**config.mk**
```make
export PLATFORM = sky130hd
export DESIGN_NAME = plane_scheduler_flat
export DESIGN_NICKNAME = d
export VERILOG_FILES = /design/src/rtl/plane_scheduler_pkg.sv /design/src/rtl/plane_scheduler_if.sv /design/src/rtl/plane_pos_bank.sv /design/src/rtl/plane_scheduler.sv /design/src/flat_wrapper.sv
export SDC_FILE = /design/constraint.sdc
export NUM_CORES = 1
export LEC_CHECK = 0
export CAP_MARGIN = 40
export CORE_MARGIN = 4
export CORE_UTILIZATION = 40
export DETAILED_ROUTE_END_ITERATION = 10
export GPL_TIMING_DRIVEN = 0
export PLACE_DENSITY_LB_ADDON = 0.15
export SYNTH_ARGS = -nofsm -noshare
export SYNTH_HDL_FRONTEND = slang
export SYNTH_SLANG_ARGS = --single-unit
```
**constraint.sdc**
```tcl
create_clock -name clk -period 1.68 [get_ports clk]
set_input_delay 0.168 -clock clk [delete_from_list [all_inputs] [get_ports clk]]
set_output_delay 0.168 -clock clk [all_outputs]
set_load 0.005 [all_outputs]
```
**src/rtl/plane_scheduler_pkg.sv**
```systemverilog
// rtl/plane_scheduler_pkg.sv - shared types and constants for the plane scheduler
// Purpose: FSM state enum, default object count / coordinate width, color codes.
// Ports: none (package).
package plane_scheduler_pkg;

  localparam int NOBJ_DEFAULT = 4;
  localparam int CW_DEFAULT   = 11;

  typedef enum logic [1:0] {
    ST_IDLE = 2'd0,
    ST_SCAN = 2'd1,
    ST_RESP = 2'd2
  } state_t;

  localparam logic [2:0] COLOR_TRANSPARENT = 3'd0;
  localparam logic [2:0] COLOR_GREY        = 3'd1;
  localparam logic [2:0] COLOR_WHITE       = 3'd2;
  localparam logic [2:0] COLOR_RED         = 3'd3;
  localparam logic [2:0] COLOR_BLACK       = 3'd4;

endpackage

```
**src/rtl/plane_scheduler_if.sv**
```systemverilog
// rtl/plane_scheduler_if.sv - pixel request/response and sprite lookup bundle
// Purpose: groups the request handshake, response handshake and shared lookup port.
// Ports (slave = scheduler side):
//   req_valid/req_ready/req_px/req_py        pixel request
//   rsp_valid/rsp_ready/rsp_color/rsp_obj/rsp_hit  pixel response
//   lk_ox/lk_oy/lk_px/lk_py out, lk_color in  combinational sprite lookup
interface plane_scheduler_if #(
  parameter int CW = plane_scheduler_pkg::CW_DEFAULT
) ();

  logic          req_valid;
  logic          req_ready;
  logic [CW-1:0] req_px;
  logic [CW-1:0] req_py;

  logic          rsp_valid;
  logic          rsp_ready;
  logic [2:0]    rsp_color;
  logic [1:0]    rsp_obj;
  logic          rsp_hit;

  logic [CW-1:0] lk_ox;
  logic [CW-1:0] lk_oy;
  logic [CW-1:0] lk_px;
  logic [CW-1:0] lk_py;
  logic [2:0]    lk_color;

  modport master (
    output req_valid, req_px, req_py, rsp_ready, lk_color,
    input  req_ready, rsp_valid, rsp_color, rsp_obj, rsp_hit,
    input  lk_ox, lk_oy, lk_px, lk_py
  );

  modport slave (
    input  req_valid, req_px, req_py, rsp_ready, lk_color,
    output req_ready, rsp_valid, rsp_color, rsp_obj, rsp_hit,
    output lk_ox, lk_oy, lk_px, lk_py
  );

endinterface

```
**src/rtl/plane_pos_bank.sv**
```systemverilog
// rtl/plane_pos_bank.sv - double-banked object position storage
// Purpose: writes land in the shadow bank; commit copies shadow to active in one
//   cycle; reads come from the active bank only.
// Ports: clk, rst (async active-low), we/widx/wx/wy shadow write, commit,
//   ridx index -> rx/ry active position.
module plane_pos_bank #(
  parameter int NOBJ = 4,
  parameter int CW   = 11
) (
  input  logic          clk,
  input  logic          rst,
  input  logic          we,
  input  logic [1:0]    widx,
  input  logic [CW-1:0] wx,
  input  logic [CW-1:0] wy,
  input  logic          commit,
  input  logic [1:0]    ridx,
  output logic [CW-1:0] rx,
  output logic [CW-1:0] ry
);

  logic [CW-1:0] shadow_x [NOBJ];
  logic [CW-1:0] shadow_y [NOBJ];
  logic [CW-1:0] active_x [NOBJ];
  logic [CW-1:0] active_y [NOBJ];

  // Commit samples the shadow before this cycle's write lands, so a write in
  // the commit cycle only becomes visible at the following commit.
  always_ff @(posedge clk or negedge rst) begin
    if (!rst) begin
      for (int i = 0; i < NOBJ; i++) begin
        shadow_x[i] <= '0;
        shadow_y[i] <= '0;
        active_x[i] <= '0;
        active_y[i] <= '0;
      end
    end else begin
      if (commit) begin
        for (int i = 0; i < NOBJ; i++) begin
          active_x[i] <= shadow_x[i];
          active_y[i] <= shadow_y[i];
        end
      end
      if (we && (int'(widx) < NOBJ)) begin
        shadow_x[widx] <= wx;
        shadow_y[widx] <= wy;
      end
    end
  end

  assign rx = active_x[ridx];
  assign ry = active_y[ridx];

endmodule

```
**src/rtl/plane_scheduler.sv**
```systemverilog
// rtl/plane_scheduler.sv - per-pixel sprite priority scheduler
// Purpose: on each pixel request, walks objects 0..NOBJ-1 one per cycle through
//   the shared lookup and reports the first enabled opaque hit (lowest index wins).
// Ports: clk, rst (async active-low), frame_start (commit request),
//   pos_we/pos_idx/pos_x/pos_y (shadow position write), obj_en (live enables),
//   bus (plane_scheduler_if.slave: request, response, lookup).
module plane_scheduler
  import plane_scheduler_pkg::*;
#(
  parameter int NOBJ = NOBJ_DEFAULT,
  parameter int CW   = CW_DEFAULT
) (
  input  logic            clk,
  input  logic            rst,
  input  logic            frame_start,
  input  logic            pos_we,
  input  logic [1:0]      pos_idx,
  input  logic [CW-1:0]   pos_x,
  input  logic [CW-1:0]   pos_y,
  input  logic [NOBJ-1:0] obj_en,
  plane_scheduler_if.slave bus
);

  localparam logic [1:0] IDX_LAST = 2'(NOBJ - 1);

  state_t        state, state_d;
  logic [1:0]    idx, idx_d;
  logic [CW-1:0] px_l, px_d, py_l, py_d;
  logic [2:0]    color_q, color_d;
  logic [1:0]    obj_q, obj_d;
  logic          hit_q, hit_d;
  logic          commit_pending, pending_d;
  logic          commit;
  logic          hit;
  logic [CW-1:0] act_x, act_y;

  // A frame_start that arrives while idle commits in the same cycle; otherwise
  // it is held until the first idle cycle so the active bank is frozen mid-scan.
  assign commit    = (state == ST_IDLE) && (commit_pending || frame_start);
  assign pending_d = !commit && (commit_pending || frame_start);

  plane_pos_bank #(.NOBJ(NOBJ), .CW(CW)) u_bank (
    .clk    (clk),
    .rst    (rst),
    .we     (pos_we),
    .widx   (pos_idx),
    .wx     (pos_x),
    .wy     (pos_y),
    .commit (commit),
    .ridx   (idx),
    .rx     (act_x),
    .ry     (act_y)
  );

  assign hit = obj_en[idx] && (bus.lk_color != COLOR_TRANSPARENT);

  always_ff @(posedge clk or negedge rst) begin
    if (!rst) begin
      state          <= ST_IDLE;
      idx            <= '0;
      px_l           <= '0;
      py_l           <= '0;
      color_q        <= '0;
      obj_q          <= '0;
      hit_q          <= 1'b0;
      commit_pending <= 1'b0;
    end else begin
      state          <= state_d;
      idx            <= idx_d;
      px_l           <= px_d;
      py_l           <= py_d;
      color_q        <= color_d;
      obj_q          <= obj_d;
      hit_q          <= hit_d;
      commit_pending <= pending_d;
    end
  end

  always_comb begin
    state_d = state;
    idx_d   = idx;
    px_d    = px_l;
    py_d    = py_l;
    color_d = color_q;
    obj_d   = obj_q;
    hit_d   = hit_q;
    case (state)
      ST_IDLE: begin
        if (bus.req_valid) begin
          px_d    = bus.req_px;
          py_d    = bus.req_py;
          idx_d   = '0;
          state_d = ST_SCAN;
        end
      end
      ST_SCAN: begin
        if (hit) begin
          color_d = bus.lk_color;
          obj_d   = idx;
          hit_d   = 1'b1;
          state_d = ST_RESP;
        end else if (idx == IDX_LAST) begin
          color_d = COLOR_TRANSPARENT;
          obj_d   = '0;
          hit_d   = 1'b0;
          state_d = ST_RESP;
        end else begin
          idx_d = idx + 2'd1;
        end
      end
      ST_RESP: begin
        if (bus.rsp_ready) state_d = ST_IDLE;
      end
      default: state_d = ST_IDLE;
    endcase
  end

  // req_ready is held low while reset is asserted so every output reads zero.
  assign bus.req_ready = rst && (state == ST_IDLE);
  assign bus.rsp_valid = (state == ST_RESP);
  assign bus.rsp_color = color_q;
  assign bus.rsp_obj   = obj_q;
  assign bus.rsp_hit   = hit_q;
  assign bus.lk_ox     = (state == ST_SCAN) ? act_x : '0;
  assign bus.lk_oy     = (state == ST_SCAN) ? act_y : '0;
  assign bus.lk_px     = (state == ST_SCAN) ? px_l  : '0;
  assign bus.lk_py     = (state == ST_SCAN) ? py_l  : '0;

endmodule

```
**src/flat_wrapper.sv**
```systemverilog
// flat-port wrapper written by rule: the top's interface ports become plain ports
module plane_scheduler_flat import plane_scheduler_pkg::*;
#(
  parameter int NOBJ = NOBJ_DEFAULT,
  parameter int CW   = CW_DEFAULT
)
  (clk, rst, frame_start, pos_we, pos_idx, pos_x, pos_y, obj_en, bus_req_valid, bus_req_px, bus_req_py, bus_rsp_ready, bus_lk_color, bus_req_ready, bus_rsp_valid, bus_rsp_color, bus_rsp_obj, bus_rsp_hit, bus_lk_ox, bus_lk_oy, bus_lk_px, bus_lk_py);
  plane_scheduler_if #(.CW(CW)) bus_i ();
  input  logic clk;
  input  logic rst;
  input  logic frame_start;
  input  logic pos_we;
  input  logic [1:0] pos_idx;
  input  logic [CW-1:0] pos_x;
  input  logic [CW-1:0] pos_y;
  input  logic [NOBJ-1:0] obj_en;
  input wire logic [$bits(bus_i.req_valid)-1:0] bus_req_valid;
  input wire logic [$bits(bus_i.req_px)-1:0] bus_req_px;
  input wire logic [$bits(bus_i.req_py)-1:0] bus_req_py;
  input wire logic [$bits(bus_i.rsp_ready)-1:0] bus_rsp_ready;
  input wire logic [$bits(bus_i.lk_color)-1:0] bus_lk_color;
  output wire logic [$bits(bus_i.req_ready)-1:0] bus_req_ready;
  output wire logic [$bits(bus_i.rsp_valid)-1:0] bus_rsp_valid;
  output wire logic [$bits(bus_i.rsp_color)-1:0] bus_rsp_color;
  output wire logic [$bits(bus_i.rsp_obj)-1:0] bus_rsp_obj;
  output wire logic [$bits(bus_i.rsp_hit)-1:0] bus_rsp_hit;
  output wire logic [$bits(bus_i.lk_ox)-1:0] bus_lk_ox;
  output wire logic [$bits(bus_i.lk_oy)-1:0] bus_lk_oy;
  output wire logic [$bits(bus_i.lk_px)-1:0] bus_lk_px;
  output wire logic [$bits(bus_i.lk_py)-1:0] bus_lk_py;
  assign bus_i.req_valid = bus_req_valid;
  assign bus_i.req_px = bus_req_px;
  assign bus_i.req_py = bus_req_py;
  assign bus_i.rsp_ready = bus_rsp_ready;
  assign bus_i.lk_color = bus_lk_color;
  assign bus_req_ready = bus_i.req_ready;
  assign bus_rsp_valid = bus_i.rsp_valid;
  assign bus_rsp_color = bus_i.rsp_color;
  assign bus_rsp_obj = bus_i.rsp_obj;
  assign bus_rsp_hit = bus_i.rsp_hit;
  assign bus_lk_ox = bus_i.lk_ox;
  assign bus_lk_oy = bus_i.lk_oy;
  assign bus_lk_px = bus_i.lk_px;
  assign bus_lk_py = bus_i.lk_py;
  plane_scheduler #(.NOBJ(NOBJ), .CW(CW)) u_core (.clk(clk), .rst(rst), .frame_start(frame_start), .pos_we(pos_we), .pos_idx(pos_idx), .pos_x(pos_x), .pos_y(pos_y), .obj_en(obj_en), .bus(bus_i));
endmodule
```
# Word-level counts from Yosys, hierarchy flattened
# Index checks and enable logic that the tools add are counted.
op_classes:
  addsub: 1
  n_lt_le_gt_ge: 4
  eq_ne: 8
  muxes: 31
  bitwise_logic: 2
  n_reduce_logical: 15
op_table:
  columns: ["op", "count"]
  rows:
  - ["$mux W11", 9]
  - ["$bwmux W44", 2]
  - ["$bmux W11 S2", 2]
  - ["$demux W11 S2", 1]
  - ["$mux W2", 9]
  - ["$ne A2 B2 Y1 const B", 4]
  - ["$ge A3 B3 Y1 const B", 2]
  - ["$mux W3", 2]
  - ["$not A2 Y3", 2]
  - ["$pmux W2 S3", 1]
  - ["$logic_and A1 B1 Y1", 5]
  - ["$eq A2 B2 Y1 const B", 2]
  - ["$pmux W2 S2", 1]
  - ["$reduce_and A2 Y1", 2]
  - ["$reduce_and A4 Y1", 1]
  - ["$reduce_bool A2 Y1", 2]
  - ["$lt A2 B3 Y1 const B", 1]
  - ["$lt A3 B1 Y1 const B", 1]
  - ["$mux W1", 3]
  - ["$ne A3 B1 Y1 const B", 1]
  - ["$reduce_and A3 Y1", 1]
  - ["$reduce_bool A3 Y1", 1]
  - ["$add A2 B1 Y2 const B", 1]
  - ["$bmux W1 S2", 1]
  - ["4 further kinds", 4]
totals:
  register_bits: 209
  in_bits: 59
  out_inout_bits: 52

# Logic depth before layout (Yosys ltp)
# Gate-level depths: netlist of run 1.
logic_depth:
  depth_word: 6
  mapped_depth: 5
  depth_no_buf: 4

# Cells and area by module
# From an unflattened synthesis of run 1, not the netlist that was laid out.
unflattened:
  cells_unflattened: 546
  area_unflattened_um2: 8710.9
by_module_without_submodules:
  columns: ["module", "instances", "cells_each", "area_per_inst_um2"]
  rows:
  - ["plane_pos_bank", 1, 400, 7036.7]
  - ["plane_scheduler", 1, 146, 1674.1]

# Worst setup path before layout of run 1
# Ideal clock, no wire load.
synth_timing:
  kind: "reg-to-reg"
  start: "register u_core.idx[0]"
  end: "register u_core.idx[1]"
  t_arrival_ns: 1.628
  path_slack_ns: -0.075
  stages_incl_launch_ff: 5
  n_path_buf: 1
  synth_period_minus_slack_ns: 1.755
  path_cell_list: "dfrtp_1 buf_6 mux4_2 a211oi_4 mux2_1"
synth_via:
  elab_chain_len: 5
  word_cells_on_any_way: 11
  classes_between: "1 x add/sub; 3 x eq/ne; 5 x mux; 2 x reduce/logical"
synth_rtl:
  columns: ["element", "line", "text"]
  rows:
  - ["start: declaration", "plane_scheduler.sv:27", "logic [1:0] idx, idx_d;"]
  - ["start signal: assignment", "plane_scheduler.sv:69", "idx <= idx_d;"]
  - ["$bmux W1 S2", "plane_scheduler.sv:55", "assign hit = obj_en[idx] && (bus.lk_color != COLOR_TRANSPARENT);"]
  - ["$mux W1 (not written as such)", "plane_scheduler.sv:55", null]
  - ["$logic_and A1 B1 Y1", "plane_scheduler.sv:55", null]
  - ["$ne A2 B2 Y1 (no source line)", null, null]
  - ["$reduce_and A4 Y1 (no source line)", null, null]
# Several ways; a longest one is shown, not always the timed one. The select of a mux whose other input is x is not followed.
# A chain may end at the register's enable or synchronous reset.

# Worst setup path after layout of run 1
layout_timing:
  start: "register u_core.idx[0]"
  end: "output port bus_lk_oy[9]"
layout_via:
  elab_chain_len: 5
layout_rtl:
  columns: ["element", "line", "text"]
  rows:
  - ["$not A2 Y3 (not written as such)", "plane_pos_bank.sv:52", "assign ry = active_y[ridx];"]
  - ["$bmux W11 S2", "plane_pos_bank.sv:52", null]
  - ["$mux W11 (not written as such) (2 in series)", "plane_pos_bank.sv:52", null]
  - ["$mux W11", "plane_scheduler.sv:125", "assign bus.lk_oy = (state == ST_SCAN) ? act_y : '0;"]
  - ["end: declaration", "flat_wrapper.sv:28", "output wire logic [$bits(bus_i.lk_oy)-1:0] bus_lk_oy;"]
# No other way between the ends. The select of a mux whose other input is x is not followed.

==> reports/summary.md, run 1 <==
Timing
- fraction of the cycle the final worst path needs: 1.32
- post-route setup TNS: -29.86 ns
- transition time at the pin with the least slew margin: 0.819 ns
- Setup violations, final: 157
- worst hold-check slack: -0.353 ns
- final setup skew: 0.00549 ns
- headroom to the max-slew limit: 0.454
- number of failing hold endpoints at the final stage: 77
- final slew viol count: 0
- minimum period implied by the final worst setup slack: 2.22 ns
- final worst-path setup slack: -0.536 ns
- unrepaired setup endpoints after global routing: true
- Max Fclk: 451 MHz

Placement
- Port Buffers: 110
- number of instances in the placed design: 933
- estimated wirelength of the detail-placed design: 12900 um
- post-placement cell area: 10200 sq um
- Placer Congestion: 0.738
- worst slack, placed: -0.979 ns

Clock tree
- TritonCTS clock tree: yes
- sink count of the clock tree: 209
- root buffer cell: sky130_fd_sc_hd__clkbuf_16
- H-tree depth reported by CTS: 1
- worst skew pair latency: 0.49 ns
- cts bufs inserted: 23
- worst-case clock buffer depth: 3
- clock slew at reported path FFs: 0.06 ns

Global routing
- first-pass GRT wire length: 33800 um
- antenna violations before repair: 0
- total overflow reported by the global router: 0
- GRT Resource Usage Total: 0.176
- pin count of the biggest net entering global routing: 80
- via count of the first global-routing pass: 5961

Power and ir drop
- highest ir drop seen on vdd: 0.910 mV
- power density relative to cell area: 2040 nW/um^2
- Pleak: 5.66 nW
- overall power consumption: 25.7 mW

Synth
- Synth area leaders: sky130_fd_sc_hd__dfrtp_1 60%, sky130_fd_sc_hd__mux2_2 26%, sky130_fd_sc_hd__mux4_2 4.9%, sky130_fd_sc_hd__and2_1 3.4%, sky130_fd_sc_hd__mux4_1 1.2%
- fraction of registers with async set/reset: 1.00
- portion of synthesized cell area occupied by the leading cell type: 0.601
- synthesized area per cell: 15.9 sq um
- main flop type after synthesis: sky130_fd_sc_hd__dfrtp_1
- post-synthesis mux area share: 0.322
- number of warnings issued by yosys: 0
- area of the mapped netlist: 8710 sq um
- number of nets produced by synthesis: 607
- cell accounting for the most synthesized area: sky130_fd_sc_hd__dfrtp_1
- flops & latches, synth: 209
- compound-cell area share of the yosys netlist: 0.00862
- Post-Synth Adder-Cell Area: 0.00144
- sequential share of the synthesized area: 0.601
- synthesized-area fraction occupied by xor and xnor cells: 0
- number of synthesized flops with an enable pin: 0
- number of instances in the synthesized netlist: 547
- number of unique standard cell types used by synthesis: 30
- synthesized-area fraction occupied by and/or/nand/nor cells: 0.0497
- dominant combinational cell family by area after synthesis: multiplexers

Critical path
- Reg2Reg Launch Point: u_core.idx[0]
- slowest stage cell, crit path: sky130_fd_sc_hd__mux4_2
- WS Path Type: reg -> out
- crit path from: u_core.idx[0]
- cell repeated most along the worst path: sky130_fd_sc_hd__buf_12
- Arrival @ worst endpoint: 2.05 ns
- startpoint type of the worst setup path: register
- critical-path maximum fanout: 5
- cells along the critical path: buf_8 > buf_12 > buf_12 > mux4_2 > and2_4 > buf_6
- Largest stage delay, worst path: 0.51 ns
- data required time of the critical path: 1.51 ns
- number of buffers and inverters on the critical path: 4
- capturing element type of the critical path: output port
- family with the most delay on the worst path: multiplexers

Final layout
- antenna diode count: 0
- area delta synth->final: 44.5%
- final standard cell count with taps included and fillers excluded: 1028
- final core utilization: 0.593
- most used cells in the layout excluding fill and tap cells: 208 x sky130_fd_sc_hd__dfrtp_1, 103 x sky130_fd_sc_hd__mux2_4, 96 x sky130_fd_sc_hd__mux2_2
- final net count: 797
- proportion of layout cells with a drive suffix above 1: 0.591
- most common library cell in the layout ignoring fill and taps: sky130_fd_sc_hd__dfrtp_1
- final instance area: 12600 sq um

Floorplan
- Starting Density: 0.410
- die area: 24200 sq um
- Core Rows: 53
- IO Count: 111
- horizontal die dimension: 156 um
- height of the die: 156 um
- area inside the core boundary: 21200 sq um

Flow run
- Max Cap Viol: 0

Routing
- drt drc: 0
- Pre-antenna DRT Iters: 4
- drt first-iter violations: 149
- Routed wire per std cell: 21.9 um
- drt via density: 5.16
- aggregate routed wire length: 22500 um
- via count: 5306
- antenna violation net count after detailed routing: 0

Outcome
- violated checks: hold timing, setup timing
- run status: finished with violations

Min path
- Min-Delay Path Class: in -> async

==> final cells by class <==
cell class	count	area [sq um]
fill	1616	8640
sequential	209	5230
clock buffer	31	656
timing repair buffer	167	1930
multi-input combinational	304	3880
tap	275	344
clock inverter	10	155
buffer	28	367
inverter	4	15.0
==> worst register-to-register path: stages (launching register included) <==
cell and delay (ns):
sky130_fd_sc_hd__dfrtp_1 0.39, sky130_fd_sc_hd__buf_8 0.14, sky130_fd_sc_hd__buf_6 0.12, sky130_fd_sc_hd__buf_6 0.10
sky130_fd_sc_hd__mux4_2 0.55, sky130_fd_sc_hd__a211oi_4 0.28, sky130_fd_sc_hd__mux2_4 0.32
==> worst paths after layout <==
path	slack [ns]	cells after the start	to
max	-0.54	6	bus_lk_oy[9]
min	-0.35	1	u_core.u_bank.shadow_x[39]
max reg2reg	-0.33	6	u_core.idx[1]
min reg2reg	0.50	1	u_core.u_bank.active_y[22]
max in group asynchronous	1.06	2	u_core.py_l[8]
min in group clk	0.29	2	u_core.px_l[10]
==> logic make-up after synthesis <==
family	Yosys count
muxes	225
DFF	209
and+or+nand+nor	69
buffers and inverters	34
AOI/OAI and AO/OA	9
adders and majority gates	1
==> registers in the layout (all words and copies together) (netlist names) <==
register and count:
u_core.u_bank.active_x 44, u_core.u_bank.active_y 44, u_core.u_bank.shadow_x 44, u_core.u_bank.shadow_y 44, u_core.px_l 11, u_core.py_l 11, u_core.bus.rsp_color 3, u_core.bus.rsp_obj 2
u_core.idx 2, u_core.state 2, u_core.bus.rsp_hit 1, u_core.commit_pending 1
==> metal layers <==
layer  global-route usage  wire length (um)
met1                0.243             10300
met2                0.300             11000
met3               0.0264               898
met4               0.0367               393
met5                    0                 0
==> power breakdown <==
part	internal [mW]	leakage (nW)	total, mW	switching [mW]
combinational	8.15	2.79	12.3	4.18
clock	3.34	0.395	5.31	1.96
sequential	6.97	2.47	8.05	1.08
==> cells in the mapped netlist (2+ instances only) <==
cell,instances
sky130_fd_sc_hd__mux2_2,198
sky130_fd_sc_hd__buf_1,7
sky130_fd_sc_hd__clkbuf_1,7
sky130_fd_sc_hd__and3_1,3
sky130_fd_sc_hd__nand3b_1,2
sky130_fd_sc_hd__o21ai_0,3
sky130_fd_sc_hd__mux2i_1,3
sky130_fd_sc_hd__nor2_1,3
sky130_fd_sc_hd__mux4_2,19
sky130_fd_sc_hd__a211o_1,3
sky130_fd_sc_hd__mux4_1,4
sky130_fd_sc_hd__buf_2,15
sky130_fd_sc_hd__nand3_1,2
sky130_fd_sc_hd__inv_1,4
sky130_fd_sc_hd__dfrtp_1,209
sky130_fd_sc_hd__nor2b_1,3
sky130_fd_sc_hd__nand2b_1,2
sky130_fd_sc_hd__and2_1,48
==> repair_timing <==
action                                  4_1_cts  5_1_grt
endpoints found under the hold margin        77       77
endpoints found under the setup margin      170      182
pin swaps                                    38       14
gates cloned                                  4       11
setup buffers                                35       13
gates resized for setup                     412       88
Power figures use the tool's default switching activity.
==> inputs of run 2 (changes only) <==
- CAP_MARGIN: 40 -> 25
==> results of run 2 <==
No change in the layout: final DEF, timing and power equal those of run 1.
